`src/rtl/axi_write_dispatcher.sv`:
```
// axi_write_dispatcher
// Drains queued write requests from an address FIFO and a write-data FIFO onto
// the AXI AW/W channels, collects the B response into a response FIFO, and
// keeps a saturating count of SLVERR/DECERR responses. One transaction at a time.
//
// Ports
//   clk, clr        clock (rising edge) / asynchronous active-low reset
//   aw_head         address FIFO head {len[7:0], addr}; aw_empty, aw_rd_en (pop)
//   w_head          data FIFO head {strb, data}; w_empty, w_rd_en (pop)
//   aw*             AXI write address channel (awaddr/awlen/awvalid registered)
//   w*              AXI write data channel (combinational from the data FIFO head)
//   bresp/bvalid    AXI write response; bready combinational
//   resp_wr_en      response FIFO push with resp_data = bresp; resp_full backpressure
//   busy            high whenever a transaction is in flight
//   err_count       saturating count of responses with bresp[1] set
module axi_write_dispatcher #(
  parameter int unsigned ADDR_WIDTH = 32,
  parameter int unsigned DATA_WIDTH = 32
) (
  input  logic                                clk,
  input  logic                                clr,
  input  logic [8+ADDR_WIDTH-1:0]             aw_head,
  input  logic                                aw_empty,
  output logic                                aw_rd_en,
  input  logic [DATA_WIDTH/8+DATA_WIDTH-1:0]  w_head,
  input  logic                                w_empty,
  output logic                                w_rd_en,
  output logic [ADDR_WIDTH-1:0]               awaddr,
  output logic [7:0]                          awlen,
  output logic                                awvalid,
  input  logic                                awready,
  output logic [DATA_WIDTH-1:0]               wdata,
  output logic [DATA_WIDTH/8-1:0]             wstrb,
  output logic                                wlast,
  output logic                                wvalid,
  input  logic                                wready,
  input  logic [1:0]                          bresp,
  input  logic                                bvalid,
  output logic                                bready,
  output logic                                resp_wr_en,
  output logic [1:0]                          resp_data,
  input  logic                                resp_full,
  output logic                                busy,
  output logic [15:0]                         err_count
);

  localparam int unsigned STRB_WIDTH = DATA_WIDTH / 8;
  localparam int unsigned LEN_WIDTH  = 8;
  localparam int unsigned CNT_WIDTH  = 16;

  typedef enum logic [1:0] {
    S_IDLE = 2'd0,
    S_ADDR = 2'd1,
    S_DATA = 2'd2,
    S_RESP = 2'd3
  } state_e;

  state_e                 state_q, state_d;
  logic [ADDR_WIDTH-1:0]  awaddr_q, awaddr_d;
  logic [LEN_WIDTH-1:0]   awlen_q, awlen_d;
  logic                   awvalid_q, awvalid_d;
  logic [LEN_WIDTH-1:0]   beat_q, beat_d;
  logic [CNT_WIDTH-1:0]   err_count_q, err_count_d;

  // Next-state and combinational channel/FIFO controls.
  always_comb begin
    state_d     = state_q;
    awaddr_d    = awaddr_q;
    awlen_d     = awlen_q;
    awvalid_d   = awvalid_q;
    beat_d      = beat_q;
    err_count_d = err_count_q;
    aw_rd_en    = 1'b0;
    w_rd_en     = 1'b0;
    wvalid      = 1'b0;
    wdata       = '0;
    wstrb       = '0;
    wlast       = 1'b0;
    bready      = 1'b0;
    resp_wr_en  = 1'b0;
    resp_data   = '0;

    case (state_q)
      S_IDLE: begin
        if (!aw_empty) begin
          aw_rd_en  = 1'b1;
          awaddr_d  = aw_head[ADDR_WIDTH-1:0];
          awlen_d   = aw_head[ADDR_WIDTH +: LEN_WIDTH];
          awvalid_d = 1'b1;
          state_d   = S_ADDR;
        end
      end

      S_ADDR: begin
        if (awready) begin
          awvalid_d = 1'b0;
          beat_d    = '0;
          state_d   = S_DATA;
        end
      end

      // Only this block pops the data FIFO, so wvalid can only fall after a handshake.
      S_DATA: begin
        wvalid  = !w_empty;
        wdata   = w_head[DATA_WIDTH-1:0];
        wstrb   = w_head[DATA_WIDTH +: STRB_WIDTH];
        wlast   = (beat_q == awlen_q);
        w_rd_en = !w_empty && wready;
        if (!w_empty && wready) begin
          if (beat_q == awlen_q) begin
            state_d = S_RESP;
          end else begin
            beat_d = beat_q + LEN_WIDTH'(1);
          end
        end
      end

      S_RESP: begin
        bready = !resp_full;
        if (bvalid && !resp_full) begin
          resp_wr_en = 1'b1;
          resp_data  = bresp;
          // SLVERR and DECERR both have bresp[1] set; the counter sticks at all-ones.
          if (bresp[1] && (err_count_q != {CNT_WIDTH{1'b1}})) begin
            err_count_d = err_count_q + CNT_WIDTH'(1);
          end
          state_d = S_IDLE;
        end
      end

      default: state_d = S_IDLE;
    endcase
  end

  // State and registered outputs.
  always_ff @(posedge clk or negedge clr) begin
    if (!clr) begin
      state_q     <= S_IDLE;
      awaddr_q    <= '0;
      awlen_q     <= '0;
      awvalid_q   <= 1'b0;
      beat_q      <= '0;
      err_count_q <= '0;
    end else begin
      state_q     <= state_d;
      awaddr_q    <= awaddr_d;
      awlen_q     <= awlen_d;
      awvalid_q   <= awvalid_d;
      beat_q      <= beat_d;
      err_count_q <= err_count_d;
    end
  end

  assign awaddr    = awaddr_q;
  assign awlen     = awlen_q;
  assign awvalid   = awvalid_q;
  assign err_count = err_count_q;
  assign busy      = (state_q != S_IDLE);

endmodule
```
`config.mk`:
```
export PLATFORM = sky130hd
export DESIGN_NAME = axi_write_dispatcher
export DESIGN_NICKNAME = d
export VERILOG_FILES = /design/src/rtl/axi_write_dispatcher.sv
export SDC_FILE = /design/constraint.sdc
export NUM_CORES = 1
export LEC_CHECK = 0
export CAP_MARGIN = 20
export CELL_PAD_IN_SITES_DETAIL_PLACEMENT = 0
export CELL_PAD_IN_SITES_GLOBAL_PLACEMENT = 1
export CORE_ASPECT_RATIO = 1.25
export CORE_MARGIN = 2
export CORE_UTILIZATION = 31
export CTS_BUF_LIST = sky130_fd_sc_hd__clkbuf_8
export CTS_CLUSTER_SIZE = 30
export DETAILED_ROUTE_END_ITERATION = 8
export GPL_TIMING_DRIVEN = 0
export HOLD_SLACK_MARGIN = 0.1
export PLACE_DENSITY = 0.87
export SLEW_MARGIN = 20
export SYNTH_ARGS = -nofsm -noshare
export SYNTH_HDL_FRONTEND = slang
export SYNTH_SLANG_ARGS = --single-unit
export TNS_END_PERCENT = 20
```
`constraint.sdc`:
```
create_clock -name clk -period 4.6 [get_ports clk]
set_input_delay 0.92 -clock clk [delete_from_list [all_inputs] [get_ports clk]]
set_output_delay 0.92 -clock clk [all_outputs]
set_load 0.02 [all_outputs]
```
=== After elaboration in Yosys (flattened, before gate mapping) ===
Index checks and enable logic that the tools add are counted.
W data, S select, Z words.

* Memory bits (writable): 0
* Memories: 0
* Bits in latches: 0
* Output and inout bits: 102
* Bits in registers: 67
* Memory bits (read-only): 0
* Bits of input ports: 86
* Logic and storage cells: 59

* Reductions and logical operators: 14
* Bitwise operators: 1
* Shift operators: 0
* Muxes and demuxes: 25
* Order comparisons: 0
* Multipliers: 0
* Div/mod/pow operators: 0
* Eq/ne operators: 11
* $add $sub $neg: 2

{| class="wikitable"
|+ Operator list
! operator !! number
|-
| $mux W32 || 1
|-
| $mux W8 || 3
|-
| $add A16 B1 Y16 const B || 1
|-
| $ne A16 B16 Y1 const B || 1
|-
| $pmux W8 S2 || 1
|-
| $mux W2 || 7
|-
| $ne A2 B2 Y1 const B || 6
|-
| $mux W1 || 10
|-
| $add A8 B1 Y8 const B || 1
|-
| $eq A8 B8 Y1 || 1
|-
| $pmux W2 S4 || 1
|-
| $reduce_and A3 Y1 || 2
|-
| $reduce_bool A2 Y1 || 3
|-
| $reduce_and A5 Y1 || 1
|-
| $eq A2 B2 Y1 const B || 2
|-
| $mux W4 || 1
|-
| $reduce_and A4 Y1 || 1
|-
| $logic_and A1 B1 Y1 || 3
|-
| $eq A2 B1 Y1 const B || 1
|-
| $logic_not A1 Y1 || 2
|-
| $logic_not A2 Y1 || 1
|-
| $pmux W1 S2 || 1
|-
| $reduce_and A2 Y1 || 1
|-
| $not A1 Y1 || 1
|}

=== Logic depth before layout (Yosys ltp) ===
* Depth after elaboration: 4
* Gate-level depth with buffers: 8
* Depth with buffers taken out: 7

=== Worst setup path after synthesis ===
No wires, ideal clock.

* Kind: register to output
* From: register awlen_q[7], in the netlist awlen[7]
* To: output wlast
* Slack: 1983 ps
* Stages on the path, launching flop included: 5
* Arrival: 1697 ps
* Path buffers: 0
* Required time: 3680 ps
* Cell sequence: dfrtp_1 > xor2_1 > nor4_2 > nand2_2 > nor2_1

* Word-level cells in the longest chain between the ends: 2

{| class="wikitable"
|+ RTL lines
! element !! line !! RTL
|-
| from (decl) || 60 || <nowiki>logic [LEN_WIDTH-1:0] awlen_q, awlen_d;</nowiki>
|-
| from (signal assigned) || 147 || <nowiki>awlen_q <= awlen_d;</nowiki>
|-
| $eq A8 B8 Y1 || 107 || <nowiki>wlast = (beat_q == awlen_q);</nowiki>
|-
| $mux W1 || 83 || <nowiki>case (state_q)</nowiki>
|-
| to (decl) || 34 || <nowiki>output logic wlast,</nowiki>
|}

Every way passes these cells.

=== Worst setup path in the final report ===
* From: input aw_empty
* To: output aw_rd_en

* Word-level cells in the longest chain between the ends: 2

{| class="wikitable"
|+ RTL lines
! element !! line !! RTL
|-
| from (decl) || 23 || <nowiki>input logic aw_empty,</nowiki>
|-
| $mux W1 || 85 || <nowiki>if (!aw_empty) begin</nowiki>
|-
| $mux W1 || 83 ||
|-
| to (decl) || 24 || <nowiki>output logic aw_rd_en,</nowiki>
|}

Every way passes these cells.

==> out/metrics.yaml <==
worst_setup_path:
  path_cells: "clkdlybuf4s50_1 > nor2_1 > clkbuf_1 > clkdlybuf4s50_1"
  cp-start-kind: "input port"
  path_max_fanout: 10
  cp.required_ns: 3.68
  cp_data_arrival_time_ns: 3.08
  cpMaxStageDelayCell: "clkdlybuf4s50_1"
  worst_path_most_repeated_cell: "clkdlybuf4s50_1"
  reg2regPathDepth: 7
  endpoint_kind: "primary output"
  worstSetupPathType: "input port to primary output"
  max_stage_delay_ns: 0.73
clock_network:
  cts_htree_levels: 3
  clk_latency_ns: 0.34
  numClockSinks: 67
  cts-resized-gates: 0
  cts_tree: "done"
  cts_made_buffers: 9
  clock_path_buffers: 2
  clkTransAtPathRegs_ns: 0.07
  clockRootBuffer: "clkbuf_8"
  post-cts-setup-buffer-count: 0
  hold_buffers: 0
placement:
  hpwl_um: 7690
  port-buffer-count: 187
  gp_congestion: 0.895
  placed_cells: 617
  post_dp_cell_area_um2: 5390
sta:
  rsz0062_at_grt: "false"
  fmax_mhz: 250
  period_minus_slack_ns: 4.00
  hold_violations: 0
  post-route-period-util: 0.869
  setup_violations: 0
  tightest_slew_ns: 0.791
  timing.setup.tns_ns: 0
  drv_slew: 0
  fin_skew_ns: 0.00684
  holdWs_ns: 0.504
  relSlewSlack: 0.468
finish:
  fin_cells: 629
  syn_to_final_growth_pct: 66.2
  regArea_um2: 1680
  drive_gt1_frac: 0.123
  diodes: 0
  multi_input_area_um2: 1600
  layout.nets: 589
  fin_area_um2: 5550
  fillers: 944
synthesis:
  synth_compound_area_frac: 0.0584
  synth-simple-area-share: 0.183
  synthCells: 297
  synthMuxAreaShare: 0.155
  yosysWarnings: 0
  syn_avg_cell_area_um2: 11.2
  synth_ff_type: "dfrtp_1"
  synth-xor-area-share: 0.0551
  yosysSeqAreaShare: 0.502
  yosys.area_share.adder: 0.0262
  synth_edf_count: 0
  ys_types: 43
  synth.net_count: 390
  synth_top_family_by_area: "simple AND/OR/NAND/NOR gates"
  synth_area_um2: 3340
  async_reset_ff_frac: 1.00
  synth-seq-cells: 67
die:
  die_x_um: 96.8
  rows: 42
  io_pins: 188
  start_util: 0.316
  die-area_um2: 11600
  die_h_um: 120
  core-area_um2: 10600
routing:
  drtIter0Drc: 85
  postRouteWirelength_um: 9630
  viasPerCell: 4.76
  route.detailed.drc: 0
  drt_first_pass_iters: 4
  vias: 2993
  wl_per_cell_um: 15.3
  drtAntennaViolNets: 0
global_routing:
  grt_max_degree: 40
  groute.usage.overall: 0.169
  grt_pass1_vias: 3080
  grt_antenna_before_repair: 0
  grt_pass1_wl_um: 15600
  grt_overflow: 0
job:
  maxCapViolCount: 0
power:
  ir_drop_uv: 300
  power_mw: 3.20
  p_per_area_nw_per_um2: 576
  p_leak_nw: 2.30
min_path:
  worstHoldPathType: "input port to async pin"
status:
  status: "completed"
-- cell type report --
class / count / area share
inverters: 9 / 0.00609
clock inverters: 1 / 0.000676
well taps: 132 / 0.0298
flip-flops and latches: 67 / 0.302
multi-input cells: 212 / 0.287
clock buffers: 11 / 0.0273
repair buffers: 188 / 0.340
plain buffers: 9 / 0.00609
-- Yosys cell counts, types with 2 or more instances --
cell	instances	area share
dfrtp_1	67	0.50
mux2_2	42	0.14
and2_1	39	0.073
nand2_1	22	0.025
nor2_1	13	0.015
xor2_1	12	0.031
clkbuf_1	9	0.010
inv_1	9	0.010
xnor2_1	9	0.024
a21oi_1	7	0.010
ha_1	7	0.026
o21ai_0	7	0.010
nand3_1	6	0.0090
nand4_1	5	0.0094
and3_1	4	0.0075
nor3_1	4	0.0060
mux2i_1	3	0.0090
nand4b_1	3	0.0079
a22o_1	2	0.0052
nor2b_1	2	0.0037
nor4_2	2	0.0075
o21ai_1	2	0.0030
-- cell usage in the layout, fill, tap and decap left out, types with 2 or more instances in the layout --
| cell | synthesis | layout |
|---|---|---|
| a21oi_1 | 7 | 7 |
| a22o_1 | 2 | 2 |
| and2_1 | 39 | 39 |
| and3_1 | 4 | 4 |
| clkbuf_1 | 9 | 9 |
| clkbuf_8 | 0 | 11 |
| clkdlybuf4s50_1 | 0 | 186 |
| dfrtp_1 | 67 | 67 |
| ha_1 | 7 | 7 |
| inv_1 | 9 | 10 |
| mux2_2 | 42 | 42 |
| mux2i_1 | 3 | 3 |
| nand2_1 | 22 | 22 |
| nand3_1 | 6 | 6 |
| nand4_1 | 5 | 5 |
| nand4b_1 | 3 | 3 |
| nor2_1 | 13 | 13 |
| nor2b_1 | 2 | 2 |
| nor3_1 | 4 | 4 |
| nor4_2 | 2 | 2 |
| o21ai_0 | 7 | 7 |
| o21ai_1 | 2 | 2 |
| xnor2_1 | 9 | 9 |
| xor2_1 | 12 | 12 |
-- where the power goes --
| group | switching [mW] | total [mW] | internal, mW |
|---|---|---|---|
| Combinational | 0.884 | 1.81 | 0.925 |
| Sequential | 0.158 | 0.970 | 0.812 |
| Clock | 0.207 | 0.419 | 0.211 |
| Total | 1.25 | 3.20 | 1.95 |
-- state kept, by name, indices dropped and copies added, names as in the netlist --
signal and cells:
err_count 16, awlen 8, state_q 2, awvalid 1, awaddr 32, beat_q 8
-- worst max-delay path: cells and delay by family --
family | cells | cell delay (ns)
buffers and inverters | 3 | 1.76
and+or+nand+nor | 1 | 0.38
-- stage by stage --
step	utilization	setup WS (ns)
4_1_cts	0.525	0.616
5_1_grt	0.525	0.522
3_5_place_dp	0.511	0.630
6_report	0.525	0.603
2_1_floorplan	-	1.98
3_3_place_gp	0.509	0.304
-- routing by layer --
metal	GRT usage	share of wire	vias to the layer above
li1	-	-	1417
met1	0.174	0.37	1424
met2	0.309	0.54	132
met3	0.0623	0.071	20
met4	0.0687	0.025	0
met5	0	0	-
-- logic make-up after synthesis --
kind of cell               Yosys count
AOI/OAI and AO/OA                   29
muxes                               46
buffers and inverters               18
xor gates and xnor gates            21
and+or+nand+nor                    109
DFF                                 67
adders and majority gates            7
-- path summary, 6_finish.rpt --
check / startpoint / end / slack, ns
min reg2reg: awaddr[2] / awaddr[2] / 0.50
max in group asynchronous: clr / err_count[5] / 3.55
min: clr / awlen[5] / 0.50
max: aw_empty / aw_rd_en / 0.60
min in group clk: awaddr[2] / awaddr[2] / 0.50
max reg2reg: state_q[0] / state_q[1] / 2.20
No activity file was read; power rests on OpenSTA's default activity.
